$ cat src/rtl/hs_pkg.sv
// Shared definitions for the word serializer family: FSM state encoding and default word width.
package hs_pkg;

    typedef enum logic [1:0] {
        IDLE   = 2'd0,
        SHIFT  = 2'd1,
        PARITY = 2'd2
    } hs_state_e;

    localparam int HS_WORD_W = 8;

endpackage

$ cat src/rtl/hs_bit_counter.sv
// Loadable down-counter with zero flag; saturates at zero, shared with the matching deserializer.
module hs_bit_counter
    import hs_pkg::*;
#(
    parameter int CNT_W = 3
) (
    input  logic             clk,
    input  logic             rst,
    input  logic             load_i,
    input  logic [CNT_W-1:0] load_val_i,
    input  logic             dec_i,
    output logic             zero_o
);

    logic [CNT_W-1:0] cnt_q;
    logic [CNT_W-1:0] cnt_d;

    always_comb begin
        cnt_d = cnt_q;
        if (load_i) begin
            cnt_d = load_val_i;
        end else if (dec_i && (cnt_q != '0)) begin
            cnt_d = cnt_q - 1'b1;
        end
    end

    always_ff @(posedge clk or posedge rst) begin
        if (rst) begin
            cnt_q <= '0;
        end else begin
            cnt_q <= cnt_d;
        end
    end

    assign zero_o = (cnt_q == '0);

endmodule

$ cat src/rtl/hs_word_serializer.sv
// Parallel-to-serial converter with valid/ready on both sides and zero-bubble back-to-back words.
// Define HS_SER_PARITY_EN to append an even-parity bit after each word.
module hs_word_serializer
    import hs_pkg::*;
#(
    parameter int W         = HS_WORD_W,
    parameter int LSB_FIRST = 0
) (
    input  logic         clk,
    input  logic         rst,
    input  logic         in_valid_i,
    input  logic [W-1:0] in_data_i,
    output logic         in_ready_o,
    output logic         out_valid_o,
    output logic         out_data_o,
    input  logic         out_ready_i,
    output logic         busy_o
);

    localparam int CNT_W   = $clog2(W);
    localparam int OUT_IDX = (LSB_FIRST != 0) ? 0 : W - 1;

    hs_state_e    state_q;
    logic [W-1:0] shreg_q;
    logic         out_valid_q;
    logic         busy_q;
`ifdef HS_SER_PARITY_EN
    logic         par_q;
`endif

    logic         cnt_zero;
    logic         cnt_load;
    logic         cnt_dec;
    logic         in_hs;
    logic         out_hs;
    logic         end_beat;
    logic         cur_bit;
    logic [W-1:0] shreg_shifted;

    always_comb begin
        cur_bit = shreg_q[OUT_IDX];
        if (LSB_FIRST != 0) begin
            shreg_shifted = {1'b0, shreg_q[W-1:1]};
        end else begin
            shreg_shifted = {shreg_q[W-2:0], 1'b0};
        end
`ifdef HS_SER_PARITY_EN
        end_beat = (state_q == PARITY);
`else
        end_beat = (state_q == SHIFT) && cnt_zero;
`endif
        // Final beat of a word reopens the input in the same cycle the downstream takes it.
        in_ready_o = (state_q == IDLE) || (end_beat && out_ready_i);
        in_hs      = in_valid_i && in_ready_o;
        out_hs     = out_valid_q && out_ready_i;
        cnt_load   = in_hs;
        cnt_dec    = out_hs && (state_q == SHIFT) && !cnt_zero;
    end

    hs_bit_counter #(
        .CNT_W (CNT_W)
    ) u_bit_counter (
        .clk        (clk),
        .rst        (rst),
        .load_i     (cnt_load),
        .load_val_i (CNT_W'(W - 1)),
        .dec_i      (cnt_dec),
        .zero_o     (cnt_zero)
    );

    always_ff @(posedge clk or posedge rst) begin
        if (rst) begin
            state_q     <= IDLE;
            shreg_q     <= '0;
            out_valid_q <= 1'b0;
            busy_q      <= 1'b0;
`ifdef HS_SER_PARITY_EN
            par_q       <= 1'b0;
`endif
        end else begin
            case (state_q)
                IDLE: begin
                    if (in_hs) begin
                        shreg_q     <= in_data_i;
                        state_q     <= SHIFT;
                        out_valid_q <= 1'b1;
                        busy_q      <= 1'b1;
`ifdef HS_SER_PARITY_EN
                        par_q       <= 1'b0;
`endif
                    end
                end
                SHIFT: begin
                    if (out_hs) begin
`ifdef HS_SER_PARITY_EN
                        par_q <= par_q ^ cur_bit;
                        if (!cnt_zero) begin
                            shreg_q <= shreg_shifted;
                        end else begin
                            state_q <= PARITY;
                        end
`else
                        if (!cnt_zero) begin
                            shreg_q <= shreg_shifted;
                        end else if (in_hs) begin
                            shreg_q <= in_data_i;
                        end else begin
                            state_q     <= IDLE;
                            out_valid_q <= 1'b0;
                            busy_q      <= 1'b0;
                        end
`endif
                    end
                end
`ifdef HS_SER_PARITY_EN
                PARITY: begin
                    if (out_hs) begin
                        if (in_hs) begin
                            shreg_q <= in_data_i;
                            par_q   <= 1'b0;
                            state_q <= SHIFT;
                        end else begin
                            state_q     <= IDLE;
                            out_valid_q <= 1'b0;
                            busy_q      <= 1'b0;
                        end
                    end
                end
`endif
                default: begin
                    state_q     <= IDLE;
                    out_valid_q <= 1'b0;
                    busy_q      <= 1'b0;
                end
            endcase
        end
    end

    assign out_valid_o = out_valid_q;
    assign busy_o      = busy_q;
`ifdef HS_SER_PARITY_EN
    assign out_data_o  = (state_q == PARITY) ? par_q : cur_bit;
`else
    assign out_data_o  = cur_bit;
`endif

endmodule

$ cat config.mk
export PLATFORM = sky130hd
export DESIGN_NAME = hs_word_serializer
export DESIGN_NICKNAME = d
export VERILOG_FILES = /design/src/rtl/hs_pkg.sv /design/src/rtl/hs_bit_counter.sv /design/src/rtl/hs_word_serializer.sv
export SDC_FILE = /design/constraint.sdc
export NUM_CORES = 1
export LEC_CHECK = 0
export CORE_MARGIN = 2
export CORE_UTILIZATION = 43
export CTS_CLUSTER_DIAMETER = 50
export DETAILED_ROUTE_END_ITERATION = 10
export PLACE_DENSITY = 0.78
export SYNTH_ARGS = -nofsm -noshare
export SYNTH_HDL_FRONTEND = slang
export SYNTH_SLANG_ARGS = --single-unit
$ cat constraint.sdc
create_clock -name clk -period 1.7 [get_ports clk]
set_clock_uncertainty 0.1 [all_clocks]
set_input_delay 0.34 -clock clk [delete_from_list [all_inputs] [get_ports clk]]
set_output_delay 0.34 -clock clk [all_outputs]
set_load 0.005 [all_outputs]
# Word level (Yosys, flattened, before mapping)

Cells that the tools add are included.

Register bits after elaboration: 14
Input port bits: 12
Output and inout port bits: 4
Word-level logic and storage cells: 42

Add/subtract/negate cells: 1
Eq/ne operators: 5
Muxes and demuxes: 16
Reductions and logical operators: 16

Operator list:

| kind                  | count |
|---|---|
| $mux W8               | 3 |
| $pmux W8 S2           | 1 |
| $mux W2               | 4 |
| $ne A2 B2 Y1 const B  | 4 |
| $logic_and A1 B1 Y1   | 7 |
| $mux W3               | 2 |
| $mux W1               | 4 |
| $pmux W2 S2           | 1 |
| $reduce_and A4 Y1     | 1 |
| $reduce_bool A2 Y1    | 2 |
| $logic_not A3 Y1      | 1 |
| $reduce_bool A3 Y1    | 1 |
| $sub A3 B1 Y3 const B | 1 |
| $eq A2 B1 Y1 const B  | 1 |
| $logic_not A2 Y1      | 1 |
| $pmux W1 S2           | 1 |
| $reduce_and A2 Y1     | 1 |
| $logic_not A1 Y1      | 1 |
| $logic_or A1 B1 Y1    | 1 |

# Longest topological paths before layout

Gate-level depths: netlist (run 1).

Word-level depth: 9
Mapped depth: 7
Mapped depth without buffers: 5

# By module

Synthesis (run 1) repeated with hierarchy kept, for this count alone.

Cells, all modules: 92
Area total of the unflattened synthesis: 850.8 um2

Modules (own cells, without submodules):

| module             | instances | cells each | area each (um2) | seq. area each (um2) |
|---|---|---|---|---|
| hs_word_serializer | 1         | 72         | 656.9           | 225.2 |
| hs_bit_counter     | 1         | 20         | 193.9           | 75.1 |

# Worst setup path before layout (run 1)

No wires, ideal clock.

Path kind: register to register
Start: reg u_bit_counter.cnt_q[0]
End: reg shreg_q[1]
Library setup time: 104 ps
Arrival: 1,405 ps
Required time: 1,496 ps
Slack: 91 ps
Cell stages (with the launch flop): 6
Path buffers: 0
Clock period less this slack: 1,609 ps
Cell sequence: dfrtp_1 -> inv_1 -> ha_1 -> nor2b_1 -> a211o_1 -> a221oi_1

Word-level cells in the longest chain between the ends: 9

RTL lines:

| what                     | line                      | RTL |
|---|---|---|
| start: declaration       | hs_bit_counter.sv:15      | `logic [CNT_W-1:0] cnt_q;` |
| start signal: assignment | hs_bit_counter.sv:31      | `cnt_q <= cnt_d;` |
| $logic_not A3 Y1 (*)     | hs_bit_counter.sv:35      | `assign zero_o = (cnt_q == '0);` |
| $logic_and A1 B1 Y1      | hs_word_serializer.sv:50  | `end_beat = (state_q == SHIFT) && cnt_zero;` |
| $logic_and A1 B1 Y1      | hs_word_serializer.sv:53  | `in_ready_o = (state_q == IDLE) \|\| (end_beat && out_ready_i);` |
| $logic_or A1 B1 Y1       | hs_word_serializer.sv:53  |  |
| $logic_and A1 B1 Y1      | hs_word_serializer.sv:54  | `in_hs = in_valid_i && in_ready_o;` |
| $mux W8                  | n/a                       |  |
| $mux W8                  | hs_word_serializer.sv:103 | `if (!cnt_zero) begin` |
| $mux W8                  | hs_word_serializer.sv:94  | `if (out_hs) begin` |
| $pmux W8 S2 (*)          | hs_word_serializer.sv:81  | `case (state_q)` |
| end signal: assignment   | hs_word_serializer.sv:84  | `shreg_q <= in_data_i;` |
| end signal: assignment   | hs_word_serializer.sv:104 | `shreg_q <= shreg_shifted;` |
| end signal: assignment   | hs_word_serializer.sv:106 | `shreg_q <= in_data_i;` |
| end: declaration         | hs_word_serializer.sv:24  | `logic [W-1:0] shreg_q;` |

Mark *: on every way between the ends. The rest lies on a longest branch, timed or not. The select of a mux whose other input is x is not followed.
A chain may end at the register's enable or synchronous reset.

# Worst setup path after layout (run 1)

Start: reg u_bit_counter.cnt_q[0]
End: out in_ready_o

Word-level cells in the longest chain between the ends: 4

RTL lines:

| what                | line                     | RTL |
|---|---|---|
| $logic_not A3 Y1    | hs_bit_counter.sv:35     |  |
| $logic_and A1 B1 Y1 | hs_word_serializer.sv:50 |  |
| $logic_and A1 B1 Y1 | hs_word_serializer.sv:53 |  |
| $logic_or A1 B1 Y1  | hs_word_serializer.sv:53 |  |
| end: declaration    | hs_word_serializer.sv:13 | `output logic in_ready_o,` |

No other way between the ends.

==> reports/results.txt, run 1 <==
Max Cap Viol -> 0
Antenna Cells -> 0
total negative slack -> -8.98 ps
slowest cell delay on critical path -> 400 ps
CTS tree -> yes
# rows -> 14
fin crit share -> 1.00
Design Area, Final -> 1170 um2
PortBufs -> 15
Synth area leaders -> dfrtp_1 (42%), a2111oi_0 (8.5%), a221oi_1 (8.5%)
drt initial violations -> 3
Crit Path Max Fanout -> 2
average size of a mapped cell -> 9.02 um2
wirelength, routed -> 2010 um
initial antenna violation count -> 0
min Tclk post-route -> 1710 ps
GRT Total Usage -> 0.223
Slew @ Worst Pin -> 461 ps
die area -> 2020 um2
Reg clk slew, reported paths -> 70 ps
chip width -> 45.0 um
Total Nets Final -> 125
DR pass1 iterations -> 4
antenna viol nets, final -> 0
RR Startpoint -> u_bit_counter.cnt_q[0]
Fmax -> 586 MHz
Yosys warnings -> 0
Slew HR -> 0.693
synth cell count leaders -> dfrtp_1 (12), inv_1 (10), nor2_1 (8), a2111oi_0 (7), a221oi_1 (7)
status -> finished with violations
Static Leak -> 0.489 nW
CP Data Required Time -> 1260 ps
hpwl dp -> 1260 um
GP Congestion -> 0.815
I/O pins -> 16
cell breakdown of the critical path -> inv_2 -> ha_4 -> nor2b_4 -> nand2_2 -> nand2_1 -> buf_2
asr flop ratio synth -> 1.00
Synth area leader -> dfrtp_1
GRT overflow -> 0
failing checks -> negative setup slack
htree depth -> 1
final setup margin -> -7.26 ps
Tightest Hold Check Type -> in2async
Mapped Area -> 722 um2
pwr dens -> 1190 nW/um2
dominant synthesized flop cell -> dfrtp_1
overall power -> 1.38 mW
Worst path slowest cell -> dfrtp_1
layout cells sized above 1 -> 0.422
Yosys top cell area share -> 0.416
nature of the critical path startpoint -> register
Worst Path Arrival -> 1270 ps
Clock Path Buffers -> 2
first-pass GRT wire length -> 3200 um
Wirelength per Cell -> 16.1 um
number of flops mapped to enable cells by yosys -> 0
CTS sink cnt -> 12
largest net degree at the start of global routing -> 16
vias in the first global route -> 689
count leader, synth -> dfrtp_1
vias -> 695
Critical Path Source -> u_bit_counter.cnt_q[0]
Clk Latency, worst-skew pair -> 270 ps
starting density of the core -> 0.468
Layout area overhead -> 61.5%
CTS Buf Count -> 3
Crit. End Element -> output pin
max-slew violations -> 0
synthesis-stage register bit count -> 12
CP Class -> reg2out
post-route DRC violation count -> 0
unrepaired setup endpoints after global routing -> yes
final setup violation count -> 3
Syn Nets -> 94
dpl cell area -> 976 um2
VDD IR max -> 0.869 mV
cts hold-fix bufs -> 0
chip height -> 45.0 um
core box area -> 1540 um2
Seq/Total Area, Yosys -> 0.416
via/cell ratio -> 5.56
CTS root buffer -> clkbuf_4
Netlist cell types -> 28
Cells after Synth -> 80
Hold Slack -> 270 ps
Final Hold Vio Count -> 0
==> cell type report <==
type                    instances  area (um2)
inverters                      11        41.3
repair buffers                 33         297
flip-flops and latches         12         302
multi-input cells              50         484
fillers                       112         375
well taps                      16        20.0
clock buffers                   3        22.5
==> power by group <==
group / switching, mW / total [mW] / leakage, nW / internal (mW)
sequential: 0.0766 / 0.474 / 0.132 / 0.397
clock: 0.0924 / 0.174 / 0.0138 / 0.0820
combinational: 0.330 / 0.734 / 0.344 / 0.404
total: 0.499 / 1.38 / 0.489 / 0.883
==> flip-flops by register name, indices dropped and copies added, names as in the netlist <==
register / cells
shreg_q: 8
u_bit_counter.cnt_q: 3
busy_o: 1
==> critical path, delay by kind of cell, from the launching register on <==
family	cells	cell delay, ps
buffers and inverters	2	190
adder cells (fa/ha/maj)	1	120
flip-flops	1	400
AND/OR/NAND/NOR	3	280
==> final timing paths <==
check / cells past startpoint / slack, ps / end
hold reg to reg: 2 / 440 / shreg_q[1]
setup / recovery: 6 / -7 / in_ready_o
min in group clk: 2 / 440 / shreg_q[1]
setup reg to reg: 6 / 0 / shreg_q[3]
hold / removal: 2 / 270 / u_bit_counter.cnt_q[1]
max in group asynchronous: 2 / 890 / busy_o
==> cells by family (layout without fill, tap and decap cells) <==
kind of cell | Yosys count | after routing | synth area share
DFF | 12 | 12 | 0.416
adders and majority gates | 2 | 2 | 0.0347
and+or+nand+nor | 21 | 21 | 0.146
buffers and inverters | 18 | 47 | 0.114
AOI/OAI and AO/OA | 27 | 27 | 0.289
==> what timing repair did <==
action	in CTS	in global routing
hold endpoints to repair	0	0
gates resized for setup	23	15
cloned	0	0
pin swaps	3	6
buffers inserted	0	3
endpoints found under the setup margin	10	12
==> routing by layer <==
| layer | up-vias | GRT usage | part of all wire |
|---|---|---|---|
| met5 | - | 0 | 0 |
| met4 | 0 | 0.106 | 0.021 |
| met3 | 6 | 0.0520 | 0.041 |
| met2 | 15 | 0.357 | 0.50 |
| met1 | 322 | 0.283 | 0.44 |
| li1 | 352 | - | - |
==> cell usage in the layout, fill, tap and decap left out, drive strengths merged, types with 2 or more instances in the layout <==
master         count
o22ai              2
a2111oi            7
nand2              4
dfrtp             12
a21oi              2
nor2b              2
buf               19
o21ai              2
ha                 2
clkdlybuf4s50     14
a221oi             7
nor2               8
nand2b             3
clkbuf             3
inv               11
a211oi             2
==> stage by stage <==
step | util | std cells | worst slack [ps]
6_report | 0.756 | 125 | -7.26
5_1_grt | 0.756 | 125 | -86.1
4_1_cts | 0.687 | 122 | -26.3
3_5_place_dp | 0.633 | 119 | -252
3_3_place_gp | 0.633 | 119 | -201
2_1_floorplan | - | 80 | 91.2
No activity file was read; power rests on OpenSTA's default activity.
==> run 2: changes to the inputs <==
--- a/config.mk
+++ b/config.mk
@@ -10,6 +10,7 @@
 export CTS_CLUSTER_DIAMETER = 50
 export DETAILED_ROUTE_END_ITERATION = 10
 export PLACE_DENSITY = 0.78
+export RECOVER_POWER = 25
 export SYNTH_ARGS = -nofsm -noshare
 export SYNTH_HDL_FRONTEND = slang
 export SYNTH_SLANG_ARGS = --single-unit
==> reports/results.txt, run 2 (synthesis gave the netlist of run 1 again) <==
initial antenna violation count -> 0
Antenna Cells -> 0
Slew @ Worst Pin -> 460 ps
chip height -> 45.0 um
Wirelength per Cell -> 16.1 um
total negative slack -> -8.98 ps
Layout area overhead -> 61.5%
Clk Latency, worst-skew pair -> 270 ps
layout cells sized above 1 -> 0.422
most common cell after layout, fill and taps aside -> buf_4
switching portion of total power -> 0.361
Slew HR -> 0.693
area of the multi-input gates -> 484 um2
CTS root buffer -> clkbuf_4
unrepaired setup endpoints after global routing -> yes
fin util -> 0.756
Crit. End Element -> output pin
CP bufs+invs -> 2
first-pass GRT wire length -> 3200 um
core box area -> 1540 um2
Fmax -> 586 MHz
Worst Path Arrival -> 1270 ps
RR Startpoint -> u_bit_counter.cnt_q[0]
CTS tree -> yes
combinational share of power -> 0.531
Static Leak -> 0.489 nW
PortBufs -> 15
slowest cell delay on critical path -> 400 ps
cell breakdown of the critical path -> inv_2 -> ha_4 -> nor2b_4 -> nand2_2 -> nand2_1 -> buf_2
Seq pwr share -> 0.343
CTS sink cnt -> 12
Final Hold Vio Count -> 0
Cell Int Power -> 0.883 mW
# rows -> 14
vias in the first global route -> 689
Switch Pwr -> 0.499 mW
most frequent cells in the layout -> buf_4 (16), clkdlybuf4s50_1 (13), dfrtp_1 (11)
VDD IR max -> 0.869 mV
CTS Buf Count -> 3
Critical Path Source -> u_bit_counter.cnt_q[0]
Worst path slowest cell -> dfrtp_1
antenna viol nets, final -> 0
Inst Count DP -> 119
drt initial violations -> 3
starting density of the core -> 0.468
GP Congestion -> 0.815
Total Nets Final -> 125
Tightest Hold Check Type -> in2async
chip width -> 45.0 um
vias -> 695
nature of the critical path startpoint -> register
final cell count without fillers -> 125
die area -> 2020 um2
final setup violation count -> 3
max FFs per register -> 8
max-slew violations -> 0
htree depth -> 1
post-route DRC violation count -> 0
pwr dens -> 1190 nW/um2
Reg clk slew, reported paths -> 70 ps
cts hold-fix bufs -> 0
I/O pins -> 16
Max Cap Viol -> 0
final setup margin -> -7.26 ps
wirelength, routed -> 2010 um
largest net degree at the start of global routing -> 16
status -> finished with violations
GRT Total Usage -> 0.223
FF/Latch Area -> 302 um2
clock network fraction of design power -> 0.126
hpwl dp -> 1260 um
Crit Path Max Fanout -> 2
GRT overflow -> 0
Clock Path Buffers -> 2
CP top delay family -> flip-flops
overall power -> 1.38 mW
min Tclk post-route -> 1710 ps
via/cell ratio -> 5.56
Largest Register -> shreg_q
fin crit share -> 1.00
CP Class -> reg2out
failing checks -> negative setup slack
# fillers -> 112
CP Data Required Time -> 1260 ps
DR pass1 iterations -> 4
[run 2: cell count changes in the layout (fill, tap and decap cells not counted), sizes merged]
cell           change
clkdlybuf4s50      -1
dlygate4sd3        +1
[run 2: area by class of cell]
class / instances / area share
sequential: 12 / 0.259
tap: 16 / 0.0172
inverter: 11 / 0.0354
timing repair buffer: 33 / 0.254
multi-input combinational: 50 / 0.415
clock buffer: 3 / 0.0193
[run 2: timing repair]
action                                 4_1_cts  5_1_grt
resized for setup                           23       15
endpoints found under the hold margin        0        0
setup endpoints to repair                   10       12
pin swaps                                    3        6
buffers inserted                             0        3
[run 2: worst paths after layout]
kind                            cells past startpoint                      to  slack (ps)
worst max register to register                      6              shreg_q[3]           0
worst max-delay path                                6              in_ready_o          -7
worst min-delay path                                2  u_bit_counter.cnt_q[1]         410
worst min register to register                      2              shreg_q[1]         440
min in group clk                                    2              shreg_q[1]         440
max in group asynchronous                           2                  busy_o         750
[run 2: per-stage QoR]
stage | setup slack, ps | hold slack, ps | instance area, um2
after floorplan | 91.2 | 105 | 722
after global placement | -201 | 427 | 976
after detailed placement | -252 | 427 | 976
after CTS | -26.3 | 289 | 1060
after global routing | -86.1 | 444 | 1170
final | -7.26 | 408 | 1170
[run 2: routing by layer]
layer | vias to the layer above | global-route usage | wire length (um) | part of all wire
li1 | 352 | - | - | -
met4 | 0 | 0.106 | 42 | 0.021
met5 | - | 0 | 0 | 0
met2 | 15 | 0.357 | 1010 | 0.50
met3 | 6 | 0.0520 | 82 | 0.041
met1 | 322 | 0.283 | 877 | 0.44
[run 2: power by group through the flow]
stage	logic, mW	clock network (mW)	registers (mW)
after floorplan	0.299	0	0.457
after global placement	0.501	0	0.466
after detailed placement	0.531	0	0.471
after CTS	0.602	0.177	0.477
after global routing	0.804	0.199	0.490
final	0.734	0.174	0.474
[run 2: worst register-to-register path: stages (launching register included)]
cell and delay [ps]:
dfrtp_1 380, inv_2 70, ha_4 150, nor2b_4 130, buf_6 120, a211o_4 380
a221oi_4 290
